===== config.mk =====
export PLATFORM = sky130hd
export DESIGN_NAME = day_4_pass_sched
export DESIGN_NICKNAME = d
export VERILOG_FILES = /design/src/rtl/day_4_pkg.sv /design/src/rtl/day_4_row_eval.sv /design/src/rtl/day_4_pass_sched.sv
export SDC_FILE = /design/constraint.sdc
export NUM_CORES = 2
export LEC_CHECK = 0
export ABC_CLOCK_PERIOD_IN_PS = 15900
export BUFFER_PORTS_ARGS = -buffer_cell sky130_fd_sc_hd__buf_2
export CORE_AREA = 2 2 293 237
export CTS_CLUSTER_DIAMETER = 30
export DETAILED_ROUTE_END_ITERATION = 12
export DIE_AREA = 0 0 295 239
export PLACE_DENSITY_LB_ADDON = 0.1
export SYNTH_ARGS = -nofsm -noshare
export SYNTH_HDL_FRONTEND = slang
export SYNTH_SLANG_ARGS = --single-unit

===== constraint.sdc =====
create_clock -name clk -period 15.9 [get_ports clk]
set_input_delay 3.18 -clock clk [delete_from_list [all_inputs] [get_ports clk]]
set_output_delay 3.18 -clock clk [all_outputs]
set_load 0.02 [all_outputs]

===== src/rtl/day_4_pkg.sv =====
// day_4_pkg: shared definitions for the day-4 erosion pass scheduler.
// Holds the FSM state encoding, the default grid geometry and the
// neighbour threshold below which an occupied cell is eroded.
package day_4_pkg;

  localparam int DEF_WIDTH    = 140;
  localparam int DEF_HEIGHT   = 140;
  localparam int NEIGH_THRESH = 4;

  typedef enum logic [2:0] {
    IDLE   = 3'd0,
    PRIME  = 3'd1,
    STREAM = 3'd2,
    CHECK  = 3'd3,
    DONE   = 3'd4
  } state_e;

endpackage


===== src/rtl/day_4_row_eval.sv =====
// day_4_row_eval: combinational evaluation of one grid row.
// Given the row above, the current row and the row below, it returns the
// surviving cells of the current row and how many cells were eroded.
// Columns outside the row are treated as empty.
module day_4_row_eval
  import day_4_pkg::*;
#(
  parameter int WIDTH = DEF_WIDTH
) (
  input  logic [WIDTH-1:0]             above,
  input  logic [WIDTH-1:0]             cur,
  input  logic [WIDTH-1:0]             below,
  output logic [WIDTH-1:0]             keep,
  output logic [$clog2(WIDTH+1)-1:0]   removed
);

  localparam int RM_W = $clog2(WIDTH+1);

  // Zero padding on both sides makes the edge columns see empty neighbours.
  logic [WIDTH+1:0] a_p, c_p, b_p;

  assign a_p = {1'b0, above, 1'b0};
  assign c_p = {1'b0, cur,   1'b0};
  assign b_p = {1'b0, below, 1'b0};

  // Column c lives at padded index c+1; its neighbours sit at c, c+1, c+2.
  for (genvar c = 0; c < WIDTH; c++) begin : g_col
    logic [3:0] n;
    assign n = 4'(a_p[c]) + 4'(a_p[c+1]) + 4'(a_p[c+2])
             + 4'(c_p[c])                + 4'(c_p[c+2])
             + 4'(b_p[c]) + 4'(b_p[c+1]) + 4'(b_p[c+2]);
    assign keep[c] = cur[c] & (n >= 4'(NEIGH_THRESH));
  end

  // Popcount of the cells that were occupied but did not survive.
  always_comb begin
    // NOTE: a default before the loop keeps this purely combinational (no latch).
    removed = '0;
    for (int c = 0; c < WIDTH; c++) begin
      removed = removed + RM_W'(cur[c] & ~keep[c]);
    end
  end

endmodule


===== src/rtl/day_4_pass_sched.sv =====
// day_4_pass_sched: streams the grid through a 3-row window, one row per
// cycle, writing eroded rows back until a whole pass removes nothing.
// The "below" row of the window is the RAM read port output itself: a read
// issued for row r+2 in cycle r lands exactly when row r+1 is evaluated.
// Optional build macro DAY4_PART1_EN adds part1_result, the cells removed
// by the first pass.
module day_4_pass_sched
  import day_4_pkg::*;
#(
  parameter int WIDTH  = DEF_WIDTH,
  parameter int HEIGHT = DEF_HEIGHT,
  parameter int ROW_AW = 8,
  parameter int CNT_W  = 15,
  parameter int PASS_W = 8
) (
  input  logic              clk,
  input  logic              rst,
  input  logic              start,
  output logic              busy,
  output logic              finished,
  output logic [CNT_W-1:0]  result,
  output logic [PASS_W-1:0] passes,
`ifdef DAY4_PART1_EN
  output logic [CNT_W-1:0]  part1_result,
`endif
  output logic              mem_rd_en,
  output logic [ROW_AW-1:0] mem_rd_addr,
  input  logic [WIDTH-1:0]  mem_rd_data,
  output logic              mem_wr_en,
  output logic [ROW_AW-1:0] mem_wr_addr,
  output logic [WIDTH-1:0]  mem_wr_data
);

  localparam int              RM_W     = $clog2(WIDTH+1);
  localparam logic [ROW_AW:0] HEIGHT_W = (ROW_AW+1)'(HEIGHT);

  state_e              state_q, state_d;
  logic [ROW_AW-1:0]   row_q, row_d;       // PRIME phase, then STREAM row
  logic [WIDTH-1:0]    above_q, above_d;
  logic [WIDTH-1:0]    cur_q, cur_d;
  logic [CNT_W-1:0]    pass_rm_q, pass_rm_d;
  logic [CNT_W-1:0]    result_q, result_d;
  logic [PASS_W-1:0]   passes_q, passes_d;
`ifdef DAY4_PART1_EN
  logic [CNT_W-1:0]    part1_q, part1_d;
`endif

  logic [WIDTH-1:0]    below;
  logic [WIDTH-1:0]    keep;
  logic [RM_W-1:0]     removed;
  logic                last_row;
  logic                rd_more;

  assign last_row = (row_q == ROW_AW'(HEIGHT-1));
  assign rd_more  = ({1'b0, row_q} + (ROW_AW+1)'(2)) < HEIGHT_W;
  // The last row has no row below; the stale RAM output must not leak in.
  assign below    = (state_q == STREAM && !last_row) ? mem_rd_data : '0;

  day_4_row_eval #(.WIDTH(WIDTH)) u_row_eval (
    .above   (above_q),
    .cur     (cur_q),
    .below   (below),
    .keep    (keep),
    .removed (removed)
  );

  // Next-state, counters and RAM handshakes.
  always_comb begin
    state_d     = state_q;
    row_d       = row_q;
    above_d     = above_q;
    cur_d       = cur_q;
    pass_rm_d   = pass_rm_q;
    result_d    = result_q;
    passes_d    = passes_q;
`ifdef DAY4_PART1_EN
    part1_d     = part1_q;
`endif
    mem_rd_en   = 1'b0;
    mem_rd_addr = '0;
    mem_wr_en   = 1'b0;
    mem_wr_addr = '0;
    mem_wr_data = '0;

    case (state_q)
      IDLE, DONE: begin
        if (start) begin
          result_d  = '0;
          passes_d  = '0;
          pass_rm_d = '0;
          row_d     = '0;
`ifdef DAY4_PART1_EN
          part1_d   = '0;
`endif
          state_d   = PRIME;
        end
      end
      PRIME: begin
        mem_rd_en   = 1'b1;
        mem_rd_addr = row_q;
        above_d     = '0;
        if (row_q == ROW_AW'(1)) begin
          cur_d   = mem_rd_data;          // row 0, read in the previous cycle
          row_d   = '0;
          state_d = STREAM;
        end else begin
          row_d = row_q + ROW_AW'(1);
        end
      end
      STREAM: begin
        mem_wr_en   = 1'b1;
        mem_wr_addr = row_q;
        mem_wr_data = keep;
        pass_rm_d   = pass_rm_q + CNT_W'(removed);
        if (rd_more) begin
          mem_rd_en   = 1'b1;
          mem_rd_addr = row_q + ROW_AW'(2);
        end
        // The window keeps the pre-erosion row so the next row sees the old grid.
        above_d = cur_q;
        cur_d   = below;
        if (last_row) begin
          row_d   = '0;
          state_d = CHECK;
        end else begin
          row_d = row_q + ROW_AW'(1);
        end
      end
      CHECK: begin
        result_d  = result_q + pass_rm_q;
        passes_d  = (passes_q == '1) ? passes_q : passes_q + PASS_W'(1);
`ifdef DAY4_PART1_EN
        if (passes_q == '0) part1_d = pass_rm_q;
`endif
        pass_rm_d = '0;
        state_d   = (pass_rm_q == '0) ? DONE : PRIME;
      end
      default: state_d = IDLE;
    endcase
  end

  // State and datapath registers with synchronous active-low reset.
  always_ff @(posedge clk) begin
    if (!rst) begin
      // NOTE: sequential state uses non-blocking assignments so every register samples pre-edge values.
      state_q   <= IDLE;
      row_q     <= '0;
      above_q   <= '0;
      cur_q     <= '0;
      pass_rm_q <= '0;
      result_q  <= '0;
      passes_q  <= '0;
`ifdef DAY4_PART1_EN
      part1_q   <= '0;
`endif
    end else begin
      state_q   <= state_d;
      row_q     <= row_d;
      above_q   <= above_d;
      cur_q     <= cur_d;
      pass_rm_q <= pass_rm_d;
      result_q  <= result_d;
      passes_q  <= passes_d;
`ifdef DAY4_PART1_EN
      part1_q   <= part1_d;
`endif
    end
  end

  assign busy     = state_q inside {PRIME, STREAM, CHECK};
  assign finished = (state_q == DONE);
  assign result   = result_q;
  assign passes   = passes_q;
`ifdef DAY4_PART1_EN
  assign part1_result = part1_q;
`endif

endmodule


==> impl_metrics.csv <==
group,metric,value,unit
status,status,"completed",
sta,finalSetupViolCount,0,
route,via_per_inst,5.07,
floorplan,dieWidth,295,um
sta,finalHoldViolations,0,
min_path,hold_path_depth,2,
pwr,p_sw,0.00256,W
grt,grt_pass1_vias,29100,
yosys,synth_area,36900,sq um
placement,place_congestion,0.882,
grt,grt_antenna_before_repair,22,
floorplan,initial_core_util,54.4,%
route,post-route-drc-count,0,
sta,worst_pin_slew,1150,ps
sta,post-route-min-period,13010,ps
route,wl_per_cell,17.0,um
pwr,p_per_area,143,nW/um^2
clock_tree,cts_resized,0,
sta,clock.fmax,0.0769,GHz
yosys,avgSynthCellArea,8.57,sq um
cells_and_area,area_growth_syn_to_layout,16.2,%
setup_path,startpoint,"mem_rd_data[72]",
clock_tree,cts_setup_buffers,0,
grt,track_usage,28.0,%
setup_path,cp.required,16420,ps
setup_path,max_stage_delay,950,ps
yosys,synth_flop_cell,"dfxtp_1",
cells_and_area,fin_util,63.2,%
clock_tree,clock_sinks,329,
route,first_iter_violations,1370,
setup_path,crit_type,"input port to flip-flop",
yosys,synthTopCellsByArea,"fa_1 (22%), ha_1 (21%), dfxtp_1 (18%)",
yosys,ys_seq_area_share,17.8,%
pwr,p_int,0.00357,W
placement,dp_hpwl,72.7,mm
setup_path,cpMostUsedCell,"fa_1",
route,drt_first_pass_iters,5,
sta,maxSlewViolCount,0,
setup_path,rr_startpoint,"state_q[1]$_SDFFE_PN0P_",
yosys,syn_inst,4307,
floorplan,core,67900,sq um
floorplan,io_pins,326,
pwr,pwr-share-clk,34.6,%
yosys,syn-num-nets,5465,
cells_and_area,fillCellCount,5906,
pwr,power_frac_comb,49.3,%
setup_path,startpoint_type,"input port",
pwr,swShare,41.7,%
yosys,ys_ff_latch,329,
route,vias,28500,
yosys,synth_cell_type_count,57,
sta,hold_ws,492,ps
yosys,synth_edf_count,0,
setup_path,r2r_slack,3130,ps
sta,timing.setup.tns,0,ps
yosys,yosysTopAreaCell,"fa_1",
yosys,yosysWarnings,0,
min_path,hp-class,"flip-flop to flip-flop",
min_path,whs_endpoint,"above_q[139]$_SDFFE_PN0P_",
pwr,power_frac_seq,16.2,%
placement,detailed_place.area,39300,sq um
setup_path,r2r_end,"pass_rm_q[12]$_SDFFE_PN0P_",
grt,gr-total-overflow,0,
yosys,yosysTopAreaCellShare,22.1,%
grt,grt_pass1_wl,155,mm
clock_tree,hold_buffers,0,
run,cap_violations,0,
sta,rsz0062_at_grt,"no",
clock_tree,clockBufferDepth,3,
clock_tree,root_buffer,"clkbuf_16",
route,wl,95.6,mm
floorplan,rows,86,
setup_path,arrival,13530,ps
route,final_antenna_net_count,0,
setup_path,cpMaxStageDelayCell,"a2111oi_0",
min_path,hp-start,"above_q[139]$_SDFFE_PN0P_",
floorplan,die_area,70500,sq um
pwr,ir_drop,0.316,mV
clock_tree,cts_max_level,3,
grt,grt_max_degree,144,
clock_tree,numCtsBuffers,100,
clock_tree,insertion_delay,650,ps
pwr,leakage,24.3,nW
floorplan,die_y,239,um
sta,finClkSkew,23.2,ps
clock_tree,clk_pin_slew_worst_paths,40,ps
placement,port_buffers,325,
setup_path,crit_path_end_kind,"flip-flop",
sta,relSlewSlack,23.3,%
setup_path,crit_fanout,4,
setup_path,r2r_cells,37,
cells_and_area,fin_area,42900,sq um
sta,post-route-period-util,81.8,%
yosys,synthArstFlopShare,0,%
clock_tree,cts_tree,"yes",
cells_and_area,fin_nets,5771,
cells_and_area,layout-drive-gt1-share,11.3,%
-- per-stage QoR --
stage	setup slack, ps	power (W)	instances
2_1_floorplan	3290	0.00328	4307
3_3_place_gp	2350	0.00398	5435
3_5_place_dp	2310	0.00405	5435
4_1_cts	2930	0.00623	5617
5_1_grt	2360	0.00675	5625
6_report	2890	0.00613	5627
-- worst max path at each step --
| stage | endpoint | slack, ps | depth (start not counted) |
|---|---|---|---|
| after floorplan | pass_rm_q[12]$_SDFFE_PN0P_ | 3290 | 35 |
| after global placement | pass_rm_q[12]$_SDFFE_PN0P_ | 2350 | 36 |
| after detailed placement | pass_rm_q[8]$_SDFFE_PN0P_ | 2310 | 36 |
| after CTS | pass_rm_q[12]$_SDFFE_PN0P_ | 2930 | 36 |
| after global routing | pass_rm_q[12]$_SDFFE_PN0P_ | 2360 | 35 |
| final | pass_rm_q[12]$_SDFFE_PN0P_ | 2890 | 36 |
-- worst max-delay path, delay by kind of cell --
| family | cells | cell delay [ps] |
|---|---|---|
| compound gates | 4 | 1570 |
| xor+xnor | 2 | 340 |
| fa+ha+maj | 15 | 7140 |
| buf+inv | 7 | 430 |
| simple gates | 8 | 880 |
-- cell families (layout without fill, tap and decap cells) --
| group | after synthesis | in the layout | synth area share [%] |
|---|---|---|---|
| buffers and inverters | 1233 | 1619 | 12.7 |
| adder cells (fa/ha/maj) | 1016 | 1016 | 42.7 |
| AND/OR/NAND/NOR | 1013 | 1013 | 12.3 |
| AO/OA/AOI/OAI | 671 | 671 | 13.4 |
| flip-flops | 329 | 329 | 17.8 |
| XOR/XNOR | 43 | 43 | 1.06 |
| multiplexers | 2 | 2 | 0.0542 |
| other | 0 | 10 | 0 |
-- cell type report --
| class | instances | area, sq um | share of cell area (%) |
|---|---|---|---|
| timing repair buffer | 335 | 1720 | 4.02 |
| antenna | 10 | 25.0 | 0.0583 |
| clock buffer | 115 | 2710 | 6.32 |
| multi-input combinational | 2745 | 25700 | 59.8 |
| clock inverter | 67 | 893 | 2.08 |
| sequential | 329 | 6590 | 15.3 |
| inverter | 1102 | 4140 | 9.65 |
| tap | 924 | 1160 | 2.69 |
-- power groups by stage --
stage | Sequential, W | Clock (W) | Combinational, W
2_1_floorplan | 0.000963 | 0 | 0.00232
3_3_place_gp | 0.00100 | 0 | 0.00298
3_5_place_dp | 0.00100 | 0 | 0.00305
4_1_cts | 0.000988 | 0.00215 | 0.00309
5_1_grt | 0.00100 | 0.00220 | 0.00355
6_report | 0.000990 | 0.00212 | 0.00302
-- layout by cell type (no fill, tap or decap), drive strengths merged, types with 23 or more instances in the layout --
master / instances
inv: 1108
ha: 608
nand2: 547
fa: 407
buf: 334
dfxtp: 329
nor2: 183
nor2b: 160
a22oi: 152
a21o: 151
a21boi: 143
a211oi: 141
clkbuf: 116
and2: 58
a21oi: 28
xnor2: 23
clkinvlp: 23
o21ai: 23
-- routing by layer --
metal	track usage, %	share of wire [%]	routed length [um]
met4	9.23	2.7	2590
met5	0	0.13	122
met1	37.7	45	43500
met3	6.58	6.7	6380
met2	44.5	45	43000
-- cell usage after synthesis, types with 3 or more instances --
cell type / number
and3_1: 6
o21bai_1: 4
nor2b_1: 160
fa_1: 407
nand2b_1: 3
nand3_1: 12
o21ai_0: 22
nand4_1: 8
a21boi_0: 143
clkbuf_1: 90
inv_1: 1101
nor3_1: 8
o31ai_1: 5
buf_2: 37
a21oi_1: 28
ha_1: 608
nor4b_1: 4
a22o_1: 3
nand2_1: 547
xor2_1: 19
xnor2_1: 23
nor3b_1: 3
a31o_2: 4
a211oi_1: 141
a21o_1: 151
or3_1: 4
dfxtp_1: 329
a22oi_1: 152
nor4_1: 5
nor2_1: 183
and2_1: 58
-- state kept, by name, summed over array words and instances, names as in the netlist --
| register | cells |
|---|---|
| above_q | 140 |
| cur_q | 140 |
| pass_rm_q | 15 |
| passes | 8 |
| result | 15 |
| row_q | 8 |
| state_q | 3 |
(Power assumes the default switching activity.)
